$ cat src/rtl/pc_sequencer_if.sv
// pc_sequencer_if -- control/status bundle between the PC sequencer and its
// environment (instruction memory, decoder, address generator).
//   master : drives Start, Mem_ready, Op, Cond, PC_in; observes sequencer outputs
//   slave  : the sequencer itself
interface pc_sequencer_if;
   logic        Start;
   logic        Mem_ready;
   logic [2:0]  Op;
   logic        Cond;
   logic [31:0] PC_in;
   logic        Mem_req;
   logic        IR_load;
   logic        PC_enable;
   logic [1:0]  PC_select;
   logic        INC_select;
   logic [31:0] RA;
   logic        Halted;
   logic        Stack_ovf;
   logic        Stack_unf;

   modport master (
      output Start, Mem_ready, Op, Cond, PC_in,
      input  Mem_req, IR_load, PC_enable, PC_select, INC_select, RA,
             Halted, Stack_ovf, Stack_unf
   );

   modport slave (
      input  Start, Mem_ready, Op, Cond, PC_in,
      output Mem_req, IR_load, PC_enable, PC_select, INC_select, RA,
             Halted, Stack_ovf, Stack_unf
   );
endinterface

$ cat src/rtl/pc_sequencer.sv
// pc_sequencer -- instruction sequencing FSM with a return-address stack.
// Walks IDLE -> FETCH -> DECODE -> EXECUTE -> FETCH ..., issuing fetch
// requests, IR loads and a single PC update strobe per instruction.
// CALL pushes PC_in+1, RET pops; stack overflow/underflow and the HALT op
// park the sequencer in HALT until Reset.
// Ports:
//   Clock  : clock, all state on rising edge
//   Reset  : asynchronous, active-high
//   bus    : pc_sequencer_if.slave (Start/Mem_ready/Op/Cond/PC_in in,
//            Mem_req/IR_load/PC_enable/PC_select/INC_select/RA/status out)
module pc_sequencer #(
   parameter int unsigned STACK_DEPTH = 4
) (
   input logic            Clock,
   input logic            Reset,
   pc_sequencer_if.slave  bus
);

   localparam int unsigned SPW  = $clog2(STACK_DEPTH + 1);
   localparam int unsigned IDXW = $clog2(STACK_DEPTH);
   localparam logic [SPW-1:0] SP_FULL = SPW'(STACK_DEPTH);

   localparam logic [2:0] S_IDLE    = 3'd0;
   localparam logic [2:0] S_FETCH   = 3'd1;
   localparam logic [2:0] S_DECODE  = 3'd2;
   localparam logic [2:0] S_EXECUTE = 3'd3;
   localparam logic [2:0] S_HALT    = 3'd4;

   localparam logic [2:0] OP_BRANCH = 3'b001;
   localparam logic [2:0] OP_JUMP   = 3'b010;
   localparam logic [2:0] OP_CALL   = 3'b011;
   localparam logic [2:0] OP_RET    = 3'b100;
   localparam logic [2:0] OP_HALT   = 3'b111;

   localparam logic [1:0] SEL_RA  = 2'b00;
   localparam logic [1:0] SEL_INC = 2'b01;
   localparam logic [1:0] SEL_ABS = 2'b10;

   logic [2:0]      state, state_nxt;
   logic [2:0]      op_q;
   logic            cond_q;
   logic [SPW-1:0]  sp;
   logic [31:0]     stack [STACK_DEPTH];
   logic            ovf_q, unf_q;
   logic            push, pop, set_ovf, set_unf;
   logic [IDXW-1:0] top_idx, push_idx;

   // sp never exceeds STACK_DEPTH, so the low bits address the slot directly
   assign top_idx  = IDXW'(sp - 1'b1);
   assign push_idx = IDXW'(sp);

   assign bus.RA        = (sp != '0) ? stack[top_idx] : '0;
   assign bus.Halted    = (state == S_HALT);
   assign bus.Stack_ovf = ovf_q;
   assign bus.Stack_unf = unf_q;

   always_comb begin
      state_nxt      = state;
      bus.Mem_req    = 1'b0;
      bus.IR_load    = 1'b0;
      bus.PC_enable  = 1'b0;
      bus.PC_select  = SEL_INC;
      bus.INC_select = 1'b0;
      push           = 1'b0;
      pop            = 1'b0;
      set_ovf        = 1'b0;
      set_unf        = 1'b0;
      case (state)
         S_IDLE: begin
            if (bus.Start) state_nxt = S_FETCH;
         end
         S_FETCH: begin
            bus.Mem_req = 1'b1;
            bus.IR_load = bus.Mem_ready;
            if (bus.Mem_ready) state_nxt = S_DECODE;
         end
         S_DECODE: begin
            state_nxt = S_EXECUTE;
         end
         S_EXECUTE: begin
            state_nxt = S_FETCH;
            case (op_q)
               OP_BRANCH: begin
                  bus.PC_enable  = 1'b1;
                  bus.INC_select = cond_q;
               end
               OP_JUMP: begin
                  bus.PC_enable = 1'b1;
                  bus.PC_select = SEL_ABS;
               end
               OP_CALL: begin
                  if (sp == SP_FULL) begin
                     set_ovf   = 1'b1;
                     state_nxt = S_HALT;
                  end else begin
                     bus.PC_enable = 1'b1;
                     bus.PC_select = SEL_ABS;
                     push          = 1'b1;
                  end
               end
               OP_RET: begin
                  if (sp == '0) begin
                     set_unf   = 1'b1;
                     state_nxt = S_HALT;
                  end else begin
                     bus.PC_enable = 1'b1;
                     bus.PC_select = SEL_RA;
                     pop           = 1'b1;
                  end
               end
               OP_HALT: begin
                  state_nxt = S_HALT;
               end
               default: begin
                  // ALU/NOP and the reserved encodings step by one
                  bus.PC_enable = 1'b1;
               end
            endcase
         end
         S_HALT: begin
            state_nxt = S_HALT;
         end
         default: begin
            state_nxt = S_IDLE;
         end
      endcase
   end

   always_ff @(posedge Clock or posedge Reset) begin
      if (Reset) begin
         state  <= S_IDLE;
         op_q   <= '0;
         cond_q <= 1'b0;
         sp     <= '0;
         ovf_q  <= 1'b0;
         unf_q  <= 1'b0;
         for (int unsigned i = 0; i < STACK_DEPTH; i++) stack[i] <= '0;
      end else begin
         state <= state_nxt;
         if (state == S_DECODE) begin
            op_q   <= bus.Op;
            cond_q <= bus.Cond;
         end
         if (push) begin
            stack[push_idx] <= bus.PC_in + 32'd1;
            sp              <= sp + 1'b1;
         end
         if (pop) sp <= sp - 1'b1;
         if (set_ovf) ovf_q <= 1'b1;
         if (set_unf) unf_q <= 1'b1;
      end
   end

endmodule
$ cat src/flat_wrapper.sv
// flat-port wrapper written by rule: the top's interface ports become plain ports
module pc_sequencer_flat 
#(
   parameter int unsigned STACK_DEPTH = 4
)
  (Clock, Reset, bus_Start, bus_Mem_ready, bus_Op, bus_Cond, bus_PC_in, bus_Mem_req, bus_IR_load, bus_PC_enable, bus_PC_select, bus_INC_select, bus_RA, bus_Halted, bus_Stack_ovf, bus_Stack_unf);
  pc_sequencer_if bus_i ();
  input logic Clock;
  input logic Reset;
  input wire logic [$bits(bus_i.Start)-1:0] bus_Start;
  input wire logic [$bits(bus_i.Mem_ready)-1:0] bus_Mem_ready;
  input wire logic [$bits(bus_i.Op)-1:0] bus_Op;
  input wire logic [$bits(bus_i.Cond)-1:0] bus_Cond;
  input wire logic [$bits(bus_i.PC_in)-1:0] bus_PC_in;
  output wire logic [$bits(bus_i.Mem_req)-1:0] bus_Mem_req;
  output wire logic [$bits(bus_i.IR_load)-1:0] bus_IR_load;
  output wire logic [$bits(bus_i.PC_enable)-1:0] bus_PC_enable;
  output wire logic [$bits(bus_i.PC_select)-1:0] bus_PC_select;
  output wire logic [$bits(bus_i.INC_select)-1:0] bus_INC_select;
  output wire logic [$bits(bus_i.RA)-1:0] bus_RA;
  output wire logic [$bits(bus_i.Halted)-1:0] bus_Halted;
  output wire logic [$bits(bus_i.Stack_ovf)-1:0] bus_Stack_ovf;
  output wire logic [$bits(bus_i.Stack_unf)-1:0] bus_Stack_unf;
  assign bus_i.Start = bus_Start;
  assign bus_i.Mem_ready = bus_Mem_ready;
  assign bus_i.Op = bus_Op;
  assign bus_i.Cond = bus_Cond;
  assign bus_i.PC_in = bus_PC_in;
  assign bus_Mem_req = bus_i.Mem_req;
  assign bus_IR_load = bus_i.IR_load;
  assign bus_PC_enable = bus_i.PC_enable;
  assign bus_PC_select = bus_i.PC_select;
  assign bus_INC_select = bus_i.INC_select;
  assign bus_RA = bus_i.RA;
  assign bus_Halted = bus_i.Halted;
  assign bus_Stack_ovf = bus_i.Stack_ovf;
  assign bus_Stack_unf = bus_i.Stack_unf;
  pc_sequencer #(.STACK_DEPTH(STACK_DEPTH)) u_core (.Clock(Clock), .Reset(Reset), .bus(bus_i));
endmodule
$ cat config.mk
export PLATFORM = sky130hd
export DESIGN_NAME = pc_sequencer_flat
export DESIGN_NICKNAME = d
export VERILOG_FILES = /design/src/rtl/pc_sequencer_if.sv /design/src/rtl/pc_sequencer.sv /design/src/flat_wrapper.sv
export SDC_FILE = /design/constraint.sdc
export NUM_CORES = 1
export LEC_CHECK = 0
export ABC_AREA = 1
export CAP_MARGIN = 20
export CORE_AREA = 4 4 164 126
export CTS_CLUSTER_SIZE = 20
export DETAILED_ROUTE_END_ITERATION = 6
export DIE_AREA = 0 0 168 130
export GPL_ROUTABILITY_DRIVEN = 1
export PLACE_DENSITY = 0.7
export SETUP_SLACK_MARGIN = 0.1
export SYNTH_ARGS = -nofsm -noshare
export SYNTH_HDL_FRONTEND = slang
export SYNTH_SLANG_ARGS = --single-unit
export TNS_END_PERCENT = 30
$ cat constraint.sdc
create_clock -name Clock -period 13.5 [get_ports Clock]
set_input_delay 2.025 -clock Clock [delete_from_list [all_inputs] [get_ports Clock]]
set_output_delay 2.025 -clock Clock [all_outputs]
set_load 0.05 [all_outputs]
==> impl_results.md <==
- Post-route ant nets: 0
- Slew Viols, Final: 0
- CP endpoint kind: output pin
- Number of buffers added on ports: 80
- Num rows: 44
- Hold Vio Cnt, Final: 0
- Req. time, crit path: 11.48 ns
- Area grow syn2layout: 20.1%
- Max-cap viol count: 0
- Storage cell area: roughly 0.0035 sq mm
- Total gr overflow: 0
- Maximum VDD drop: 0.332 mV
- Status: finished, final reports clean
- CP max stage cell: clkdlybuf4s50_1
- Total CTS buffers: 17
- Synth warnings: 0
- Synth cell types: 28
- PD cells: 299 mW/mm^2
- Combinational share of power: 57.1%
- GRT Overall Usage: ~20%
- Seq/Total Area, Yosys: 46.7%
- Die width: between 150 and 200 microns
- Worst Path Arrival: ~4.4 ns
- Unrepaired setup endpoints after global routing: false
- Core area: between 0.015 and 0.02 sq mm
- Drt wl/cell: 15.4 microns
- Post-CTS Resized: 0
- Placed cell area: ~0.0084 sq mm
- Commonest non-fill, non-tap cell in the layout: nand2_1
- Internal cell power: roughly 1.4 mW
- GPL Wtd Cong: 0.906
- Min Clock Period, post-route: around 6.5 ns
- Startpoint Class: flip-flop
- Final core occ: approximately 47%
- Setup Fix Bufs, Post-CTS: 0
- Power share of the clock group: between 10% and 20%
- Synthesized area per cell: approximately 7 sq um
- Final Cycle Share: ~48%
- CTS tree: done
- DR pass1 iterations: 6
- Longest Clk Path Bufs: 2
- Antenna violations before repair: 0
- Worst-Skew Late Latency: ~0.42 ns
- DRT iter0 DRCs: 637
- Die Area: about 0.022 sq mm
- DP Wirelength: 14.2 mm
- Clock Skews: 0.00651 ns
- Via count: between 7,000 and 8,000
- Multi-input logic area: between 0.003 and 0.004 sq mm
- Max frequency: ~150 MHz
- Residual DRC: 0
- Critical path cell sequence: buf_4, inv_1, buf_4, ha_1, clkinv_1, nor2_1, o21ai_0, a21oi_1, clkdlybuf4s50_1
- Layout cell share with drive strength beyond 1: 4.75%
- Flops & latches, synth: 140
- Slew HR: about a third
- Critical path peak fanout: 84
- Vias in the first global route: about 6,600
- Final nets: ~1,200
- WL final: between 20 and 25 mm
- Worst path bufs/invs: 5
- CTS Hold Bufs: 0
- CP top delay family: buffers and inverters
- Diodes inserted: 0
- Syn Inst Count: 1,068
- Syn nets: 1,114
- Avg Vias per Cell: about 5.0
- Sw Share: about half
- Worst Hold Class: flip-flop to flip-flop
- Most frequent cell on the critical path: buf_4
- IO Pins: 81
- Final setup vio count: 0
- Finished Cell Area: between 0.009 and 0.01 sq mm
- H-tree depth: 4
- Largest net degree at the start of global routing: 85
- Crit Path Class: flip-flop to output pin
- Clk pin slew, worst setup/hold paths: about 0.06 ns
- CP max stage delay: a little over 0.8 ns
- Initial Utilization: between 30% and 40%
- Sw power: roughly 1.3 mW
- Slew of the pin with the lowest slew margin: between 1 and 1.5 ns
- Post-Syn Area: 0.00750 sq mm
- Flop pwr share: approximately 26%
- Fillcell total: ~1,900
- Clock sink count: 140
- Setup TNS: 0 ns
- Most frequent cells in the layout: 447 x nand2_1, 158 x nor2_1, 139 x dfrtp_1, 80 x clkdlybuf4s50_1, 79 x o21ai_0
- First-pass GRT wire length: 34.7 mm
- Leakage power: about 4.2 nW
- Clock Tree Root: clkbuf_16
- Die Y: 130 microns
[layer usage]
layer	vias to the layer above	GRT usage [%]	share of wire, %
met1	3273	30.5	50
met4	0	5.20	1.4
met2	269	28.6	40
li1	3436	-	-
met3	26	5.18	7.8
met5	-	0	0
[flip-flops by register name, indices dropped and copies added (netlist names)]
register / cells
u_core.state: 3
u_core.cond_q: 1
u_core.stack: 128
u_core.sp: 3
u_core.bus.Stack_unf: 1
u_core.bus.Stack_ovf: 1
u_core.op_q: 3
[cell usage after synthesis, drive strengths merged]
master / n / area share, %
clkbuf: 22 / 1.1
xnor2: 6 / 0.70
inv: 62 / 3.1
o21ai: 79 / 5.3
nor3: 2 / 0.13
dfrtp: 140 / 47
o211a: 1 / 0.13
nand4: 2 / 0.37
o211ai: 9 / 0.90
a21o: 1 / 0.10
mux2: 1 / 0.15
a21boi: 1 / 0.10
nand3: 39 / 2.6
nand2: 447 / 22
nor2: 165 / 8.7
a21oi: 45 / 3.0
xor2: 11 / 1.3
buf: 27 / 2.2
clkinv: 1 / 0.050
ha: 6 / 1.0
a31o: 1 / 0.12
[worst reg2reg max path: stages, from the launching register on]
cell and delay, ns:
dfrtp_2 0.34, buf_4 0.69, inv_1 0.10, buf_4 0.33
ha_1 0.30, nand2_1 0.16, nand4_4 0.21, nor2_4 0.78
inv_2 0.57, o21ai_0 0.33
[area by class of cell]
| type | instances | share of cell area, % |
|---|---|---|
| sequential | 140 | 38.9 |
| timing repair buffer | 87 | 9.47 |
| clock inverter | 12 | 1.36 |
| multi-input combinational | 816 | 39.1 |
| tap | 253 | 3.51 |
| inverter | 63 | 2.68 |
| clock buffer | 19 | 5.03 |
[final timing paths]
check | from | end | slack, ns | depth (start not counted)
max reg2reg | u_core.sp[0] | u_core.stack[64] | 9.59 | 9
max in group asynchronous | Reset | u_core.stack[85] | 10.10 | 3
max | u_core.sp[0] | bus_RA[9] | 7.04 | 9
min reg2reg | u_core.stack[3] | u_core.stack[3] | 0.47 | 2
min in group asynchronous | Reset | u_core.state[2] | 2.12 | 2
min | u_core.stack[3] | u_core.stack[3] | 0.47 | 2
[power by group through the flow]
stage               registers [mW]  logic (mW)  clock network [mW]
finish                       0.696        1.54               0.461
global route                 0.718        1.67               0.488
CTS                          0.693        1.54               0.467
detailed placement           0.698        1.53                   0
global placement             0.694        1.52                   0
floorplan                    0.688        1.07                   0
[logic make-up after synthesis]
| group | after synthesis | synth area share (%) |
|---|---|---|
| and+or+nand+nor | 655 | 34.1 |
| DFF | 140 | 46.7 |
| AOI/OAI and AO/OA | 137 | 9.62 |
| buffers and inverters | 112 | 6.41 |
| xor gates and xnor gates | 17 | 1.98 |
| adders and majority gates | 6 | 1.00 |
| muxes | 1 | 0.150 |
[metrics by stage]
stage | power, mW | setup slack [ns] | instances | hold slack (ns)
6_report | 2.70 | 7.04 | 1390 | 0.466
5_1_grt | 2.87 | 6.62 | 1390 | 0.480
4_1_cts | 2.70 | 7.05 | 1390 | 0.467
3_5_place_dp | 2.23 | 7.52 | 1359 | 0.451
3_3_place_gp | 2.21 | 7.64 | 1359 | 0.448
2_1_floorplan | 1.76 | 7.72 | 1068 | 0.437
(Power assumes the default switching activity.)
